`config.mk`:
```
export PLATFORM = sky130hd
export DESIGN_NAME = axi_write_arbiter
export DESIGN_NICKNAME = d
export VERILOG_FILES = /design/src/rtl/axi_write_arbiter.sv
export SDC_FILE = /design/constraint.sdc
export NUM_CORES = 1
export LEC_CHECK = 0
export ABC_AREA = 1
export BUFFER_PORTS_ARGS = -buffer_cell sky130_fd_sc_hd__buf_2
export CORE_AREA = 2 2 105 107
export CTS_BUF_LIST = sky130_fd_sc_hd__clkbuf_16
export DETAILED_ROUTE_END_ITERATION = 10
export DIE_AREA = 0 0 107 109
export PLACE_DENSITY = 0.62
export SYNTH_ARGS = -nofsm -noshare
export SYNTH_HDL_FRONTEND = slang
export SYNTH_SLANG_ARGS = --single-unit
```
`constraint.sdc`:
```
create_clock -name ACLK -period 3.08 [get_ports ACLK]
set_input_delay 0.154 -clock ACLK [delete_from_list [all_inputs] [get_ports ACLK]]
set_output_delay 0.154 -clock ACLK [all_outputs]
set_load 0.1 [all_outputs]
```
`src/rtl/axi_write_arbiter.sv`:
```
// axi_write_arbiter: round-robin share of one AXI3 write port between two masters,
// one transaction in flight, grant held from AW through B, WLAST regenerated from AWLEN.
module axi_write_arbiter #(
    parameter int buswidth = 32
) (
    input  logic                ACLK,
    input  logic                ARESET,
    input  logic                m0_AWID,
    input  logic [31:0]         m0_AWADDR,
    input  logic [3:0]          m0_AWLEN,
    input  logic [2:0]          m0_AWSIZE,
    input  logic [1:0]          m0_AWBURST,
    input  logic                m0_AWVALID,
    output logic                m0_AWREADY,
    input  logic                m0_WID,
    input  logic [buswidth-1:0] m0_WDATA,
    input  logic [3:0]          m0_WSTRB,
    input  logic                m0_WLAST,
    input  logic                m0_WVALID,
    output logic                m0_WREADY,
    output logic                m0_BID,
    output logic [1:0]          m0_BRESP,
    output logic                m0_BVALID,
    input  logic                m0_BREADY,
    input  logic                m1_AWID,
    input  logic [31:0]         m1_AWADDR,
    input  logic [3:0]          m1_AWLEN,
    input  logic [2:0]          m1_AWSIZE,
    input  logic [1:0]          m1_AWBURST,
    input  logic                m1_AWVALID,
    output logic                m1_AWREADY,
    input  logic                m1_WID,
    input  logic [buswidth-1:0] m1_WDATA,
    input  logic [3:0]          m1_WSTRB,
    input  logic                m1_WLAST,
    input  logic                m1_WVALID,
    output logic                m1_WREADY,
    output logic                m1_BID,
    output logic [1:0]          m1_BRESP,
    output logic                m1_BVALID,
    input  logic                m1_BREADY,
    output logic                s_AWID,
    output logic [31:0]         s_AWADDR,
    output logic [3:0]          s_AWLEN,
    output logic [2:0]          s_AWSIZE,
    output logic [1:0]          s_AWBURST,
    output logic                s_AWVALID,
    input  logic                s_AWREADY,
    output logic                s_WID,
    output logic [buswidth-1:0] s_WDATA,
    output logic [3:0]          s_WSTRB,
    output logic                s_WLAST,
    output logic                s_WVALID,
    input  logic                s_WREADY,
    input  logic                s_BID,
    input  logic [1:0]          s_BRESP,
    input  logic                s_BVALID,
    output logic                s_BREADY,
    output logic                grant,
    output logic                busy,
    output logic                err_wlast
);
    localparam logic [1:0] IDLE = 2'd0, ADDR = 2'd1, DATA = 2'd2, RESP = 2'd3;
    logic [1:0] state_q, state_d;
    logic       grant_q, grant_d, last_q, last_d, err_q, err_d;
    logic [3:0] beat_q, beat_d, len_q, len_d;
    logic       in_addr, in_data, in_resp, g, beat_last, m_wlast;
    assign g         = grant_q;
    assign in_addr   = state_q == ADDR;
    assign in_data   = state_q == DATA;
    assign in_resp   = state_q == RESP;
    assign beat_last = beat_q == len_q;
    assign m_wlast   = g ? m1_WLAST : m0_WLAST;
    // Payloads are zeroed outside their phase so the slave never sees stale data.
    assign s_AWID     = in_addr ? (g ? m1_AWID : m0_AWID) : 1'b0;
    assign s_AWADDR   = in_addr ? (g ? m1_AWADDR : m0_AWADDR) : '0;
    assign s_AWLEN    = in_addr ? (g ? m1_AWLEN : m0_AWLEN) : '0;
    assign s_AWSIZE   = in_addr ? (g ? m1_AWSIZE : m0_AWSIZE) : '0;
    assign s_AWBURST  = in_addr ? (g ? m1_AWBURST : m0_AWBURST) : '0;
    assign s_AWVALID  = in_addr && (g ? m1_AWVALID : m0_AWVALID);
    assign m0_AWREADY = in_addr && !g && s_AWREADY;
    assign m1_AWREADY = in_addr && g && s_AWREADY;
    assign s_WID      = in_data ? (g ? m1_WID : m0_WID) : 1'b0;
    assign s_WDATA    = in_data ? (g ? m1_WDATA : m0_WDATA) : '0;
    assign s_WSTRB    = in_data ? (g ? m1_WSTRB : m0_WSTRB) : '0;
    assign s_WLAST    = in_data && beat_last;
    assign s_WVALID   = in_data && (g ? m1_WVALID : m0_WVALID);
    assign m0_WREADY  = in_data && !g && s_WREADY;
    assign m1_WREADY  = in_data && g && s_WREADY;
    assign s_BREADY   = in_resp && (g ? m1_BREADY : m0_BREADY);
    assign m0_BVALID  = in_resp && !g && s_BVALID;
    assign m1_BVALID  = in_resp && g && s_BVALID;
    assign m0_BID     = (in_resp && !g) ? s_BID : 1'b0;
    assign m1_BID     = (in_resp && g) ? s_BID : 1'b0;
    assign m0_BRESP   = (in_resp && !g) ? s_BRESP : 2'b00;
    assign m1_BRESP   = (in_resp && g) ? s_BRESP : 2'b00;
    assign grant      = grant_q;
    assign busy       = state_q != IDLE;
    assign err_wlast  = err_q;
    always_comb begin
        state_d = state_q;
        grant_d = grant_q;
        last_d  = last_q;
        beat_d  = beat_q;
        len_d   = len_q;
        err_d   = err_q;
        case (state_q)
            IDLE: if (m0_AWVALID || m1_AWVALID) begin
                grant_d = (m0_AWVALID && m1_AWVALID) ? ~last_q : m1_AWVALID;
                state_d = ADDR;
            end
            ADDR: if (s_AWVALID && s_AWREADY) begin
                len_d   = g ? m1_AWLEN : m0_AWLEN;
                beat_d  = 4'd0;
                state_d = DATA;
            end
            DATA: if (s_WVALID && s_WREADY) begin
                beat_d  = beat_last ? beat_q : beat_q + 4'd1;
                err_d   = err_q | (m_wlast != beat_last);
                state_d = beat_last ? RESP : DATA;
            end
            default: if (s_BVALID && s_BREADY) begin
                last_d  = grant_q;
                state_d = IDLE;
            end
        endcase
    end
    always_ff @(posedge ACLK or posedge ARESET) begin
        if (ARESET) begin
            state_q <= IDLE;
            grant_q <= 1'b0;
            last_q  <= 1'b1;
            beat_q  <= 4'd0;
            len_q   <= 4'd0;
            err_q   <= 1'b0;
        end else begin
            state_q <= state_d;
            grant_q <= grant_d;
            last_q  <= last_d;
            beat_q  <= beat_d;
            len_q   <= len_d;
            err_q   <= err_d;
        end
    end
endmodule
```
* Word-level counts from Yosys, hierarchy flattened
Cells that the tools add are included.
** Storage, ports and cells
- Memories :: 0
- Word-level logic and storage cells :: 87
- Memory bits (read-only) :: 0
- Bits in latches :: 0
- Bits of input ports :: 174
- Memory bits (writable) :: 0
- Bits in registers :: 13
** Operators by class
- Divide/modulo/power cells :: 0
- Multipliers :: 0
- Bitwise operators :: 3
- $lt $le $gt $ge :: 0
- Reductions and logical operators :: 33
- Multiplexer cells :: 35
- Equality and inequality tests :: 9
- Shift-type cells :: 0
- $add $sub $neg :: 1
** Operators by type and width (number)
- 32-bit two-way mux :: 4
- 4-bit two-way mux :: 7
- 1-bit logical AND :: 20
- 2-bit two-way mux :: 8
- 1-bit two-way mux :: 12
- 4-bit one-hot mux with 2 select lines :: 1
- 2-bit AND reduction :: 4
- 4-bit AND reduction :: 2
- 3-bit two-way mux :: 2
- 2-bit one-hot mux with 3 select lines :: 1
- 4-bit by 1-bit adder with 4-bit output (second input constant) :: 1
- 2-bit equality test (second input constant) :: 2
- 4-bit equality test :: 1
- 2-bit by 1-bit != test with 1-bit output (second input constant) :: 2
- 2-bit != test (second input constant) :: 2
- 2-bit nonzero test :: 2
- 4-bit nonzero test :: 1
- 3-bit OR reduction :: 1
- 2-bit by 1-bit equality test with 1-bit output (second input constant) :: 1
- 2-bit logical NOT :: 1
- 1-bit NOT :: 2
- 1-bit logical NOT :: 1
- 1-bit logical OR :: 1
- 1-bit != test :: 1
- 1-bit bitwise OR :: 1

* Logic depth before layout (Yosys ltp)
- Depth after elaboration :: 5
- Gate-level depth with buffers :: 10

* Worst setup path after synthesis
Ideal clock, no wire load.
- Path type :: register -> output
- Start point :: register grant_q, in the netlist grant
- End point :: output port m0_AWREADY
- Buffers on the path :: 3
- Data arrival time :: 3.459 ns
- Slack :: -0.533 ns
- Stages on the path, launching flop included :: 5
- Path through :: dfrtp_1 buf_6 buf_4 buf_2 nor3_1
** Between the ends
- Longest elaborated chain between the ends :: 3
** RTL lines
- from (decl) :: line 65 : logic grant_q, grant_d, last_q, last_d, err_q, err_d;
- from (signal assigned) :: line 138 : grant_q <= grant_d;
- 1-bit logical NOT :: line 81 : assign m0_AWREADY = in_addr && !g && s_AWREADY;
- 1-bit logical AND (2 in series) :: line 81
- to (decl) :: line 14 : output logic m0_AWREADY,
Every way passes these cells.

* Final worst setup path
- Start point :: register state_q[1]
- End point :: output port s_AWADDR[4]
** Between the ends
- Longest elaborated chain between the ends :: 2
** RTL lines
- from (decl) :: line 64 : logic [1:0] state_q, state_d;
- from (signal assigned) :: line 137 : state_q <= state_d;
- 2-bit by 1-bit equality test with 1-bit output :: line 69 : assign in_addr = state_q == ADDR;
- 32-bit two-way mux :: line 76 : assign s_AWADDR = in_addr ? (g ? m1_AWADDR : m0_AWADDR) : '0;
- to (decl) :: line 43 : output logic [31:0] s_AWADDR,
Every way passes these cells.

==> results.json <==
{
  "grt_util_met3_pct": 2.331,
  "setup_ws_ps": 655.4,
  "finalPower_uw": 5864,
  "cpMaxStageDelayCell": "buf_2",
  "cp.required_ps": 2930,
  "track_usage_pct": 15.38,
  "whs_path_depth": 3,
  "layout_worst_path_cycle_share_pct": 78.72,
  "synth_warnings": 0,
  "crit_arrival_ps": 2270,
  "setup_viol": 0,
  "grt_pass1_vias": 2906,
  "cp-end-kind": "output pin",
  "syn_inst": 412,
  "reg2reg_from": "grant",
  "synth-simple-area-share_pct": 53.41,
  "clock_skew_ps": 7.848,
  "synth_seq_cells": 13,
  "core-area_sq_um": 10600,
  "final_cell_mix": "buf_2, nand2_1, nand3_1",
  "dp_hpwl_microns": 8073,
  "drive_gt1_share_pct": 47.98,
  "syn_nets": 592,
  "start_util_pct": 20.06,
  "synth_cell_types": 27,
  "slowest_delay_ps": 460,
  "status": "completed",
  "ctsResizeCount": 0,
  "synth_top_family_by_area": "simple AND/OR/NAND/NOR gates",
  "dpl_cell_area_sq_um": 4288,
  "die_area_sq_um": 11660,
  "p_per_area_nw_per_um2": 1339,
  "yosysSeqAreaShare_pct": 15.35,
  "power_frac_seq_pct": 5.0,
  "holdCritPathClass": "input port to flop",
  "syn-cell-area_sq_um": 2127,
  "power.share.switching_pct": 71.59,
  "synthAdderAreaFrac_pct": 3.529,
  "fin_crit_ps": 2425,
  "netSwitchingPower_uw": 4198,
  "antenna_found_initial": 1,
  "clockBufferDepth": 2,
  "worstReg2RegEnd": "err_wlast",
  "rsz0062_at_grt": "false",
  "drt_drc_violations_left": 0,
  "fmax_mhz": 412.4,
  "hold_start": "m0_AWLEN[0]",
  "ant_nets": 0,
  "rows": 38,
  "grt_max_degree": 60,
  "wl_per_cell_microns": 12.47,
  "p_int_uw": 1666,
  "vias": 3485,
  "cts_num_sinks": 13,
  "max_slew_margin_pct": 50.65,
  "synthMuxAreaShare_pct": 2.353,
  "drv_cap": 0,
  "hold_ws_ps": 213.2,
  "root_buffer": "clkbuf_16",
  "portBuffers": 271,
  "vias_per_cell": 4.318,
  "leakage_uw": 0.002502,
  "avgSynthCellArea_sq_um": 5.163,
  "drt-initial-drc-count": 308,
  "power_frac_comb_pct": 90.6,
  "tightest_slew_ps": 739.2,
  "path_clk_slew_ps": 50,
  "area_delta_synth_final_pct": 105.8,
  "cts_inserted_buffers": 3,
  "grt_pass1_wl_microns": 14370,
  "finalNetCount": 848,
  "clkPwrFrac_pct": 4.4,
  "cp_top_family": "buffers and inverters",
  "drv_slew": 0,
  "nFillCells": 1134,
  "drt_wl_total_microns": 10060,
  "critPathKind": "flop to output pin",
  "first_pass_iters": 4,
  "design_area_sq_um": 4378,
  "path_buf_inv": 4,
  "hold_viol_final": 0,
  "ir_drop_mv": 0.6290,
  "grt_use_met2_pct": 27.75,
  "cp-start-kind": "flop",
  "r2r_cells": 6,
  "cts_tree": "done",
  "antenna_cells": 0,
  "insertion_delay_ps": 250,
  "crit_path_max_fanout": 43,
  "mostFrequentLayoutCell": "buf_2",
  "place_congestion": 0.7713,
  "io_pins": 272,
  "h-tree-depth": 1,
  "synth_xor_area_share_pct": 1.235,
  "dp_slack_ps": 935.3,
  "synth_compound_area_share_pct": 12.82,
  "fp.dieW_microns": 107,
  "die_h_microns": 109,
  "path_cells": "inv_1 > ha_1 > clkinv_1 > buf_4 > a21oi_1 > buf_2",
  "holdPathEnd": "len_q[0]",
  "ff2ff_setup_slack_ps": 1100,
  "grt.overflow.total": 0,
  "top_usage_layer": "met2",
  "grtUsageMet1_pct": 19.44
}
[synthesized netlist by cell type, drive strengths merged]
cell	instances	area (sq um)
nor2	21	81.33
nand2	204	768.2
dfstp	1	26.28
nand3	47	247.7
ha	6	75.07
nor3	5	25.02
clkbuf	12	45.04
clkinv	1	3.750
buf	14	86.33
mux2i	5	50.05
dfrtp	12	300.3
o21ai	9	48.80
and2	1	6.260
xnor2	1	8.760
nand3b	1	7.510
xor2	2	17.52
inv	28	105.1
a21boi	1	7.510
a21oi	41	216.5
[metrics by stage]
stage	instances	utilization (%)	TNS [ps]
after floorplan	412	-	-1065
after global placement	802	40.44	0
after detailed placement	802	40.44	0
after CTS	807	41.29	0
after global routing	807	41.29	0
final	807	41.29	0
[power groups by stage]
stage          Combinational (uW)  Clock, uW  Sequential (uW)
4_1_cts                      5350        256              293
3_3_place_gp                 5340          0              292
6_report                     5310        257              294
5_1_grt                      5570        260              303
3_5_place_dp                 5330          0              296
2_1_floorplan                3970          0              326
[worst reg2reg max path, delay by kind of cell (launching register included)]
| family | cells | cell delay [ps] |
|---|---|---|
| AND/OR/NAND/NOR | 2 | 120 |
| XOR/XNOR | 1 | 170 |
| flip-flops | 1 | 350 |
| buffers and inverters | 2 | 950 |
| multiplexers | 1 | 330 |
[registers in the layout, indices dropped and copies added, names as in the netlist]
| signal | flops |
|---|---|
| last_q | 1 |
| len_q | 4 |
| grant | 1 |
| err_wlast | 1 |
| state_q | 2 |
| beat_q | 4 |
[worst max path at each step]
stage | to | from | cells past startpoint | slack [ps]
finish | s_AWADDR[4] | state_q[1] | 6 | 660
global route | s_AWADDR[4] | state_q[1] | 6 | 530
CTS | m1_AWREADY | state_q[1] | 6 | 670
detailed placement | m1_AWREADY | state_q[1] | 6 | 940
global placement | m1_AWREADY | state_q[1] | 6 | 980
floorplan | m0_AWREADY | grant | 4 | -530
[cells by family (layout without fill, tap and decap cells)]
group                    Yosys count  in the layout
AND/OR/NAND/NOR                  279            279
buffers and inverters             55            310
AO/OA/AOI/OAI                     51             51
flip-flops                        13             13
adder cells (fa/ha/maj)            6              6
multiplexers                       5              5
XOR/XNOR                           3              3
[area by class of cell]
class	count	area, sq um	area share (%)
clock buffers	3	75.07	1.715
clock inverters	1	5.005	0.1143
inverters	29	108.9	2.486
multi-input cells	344	1682	38.41
flip-flops and latches	13	327.8	7.488
well taps	140	175.2	4.001
repair buffers	277	2004	45.78
[routing by layer]
metal | vias up | share of wire [%]
met5 | - | 0.13
met4 | 2 | 0.90
met3 | 9 | 8.2
met2 | 184 | 50
met1 | 1478 | 41
li1 | 1812 | -
[what timing repair did]
item | in CTS | in global routing
hold buffers | 1 | 0
hold endpoints to repair | 12 | 0
setup buffers | 0 | 0
No activity file was read; power rests on OpenSTA's default activity.
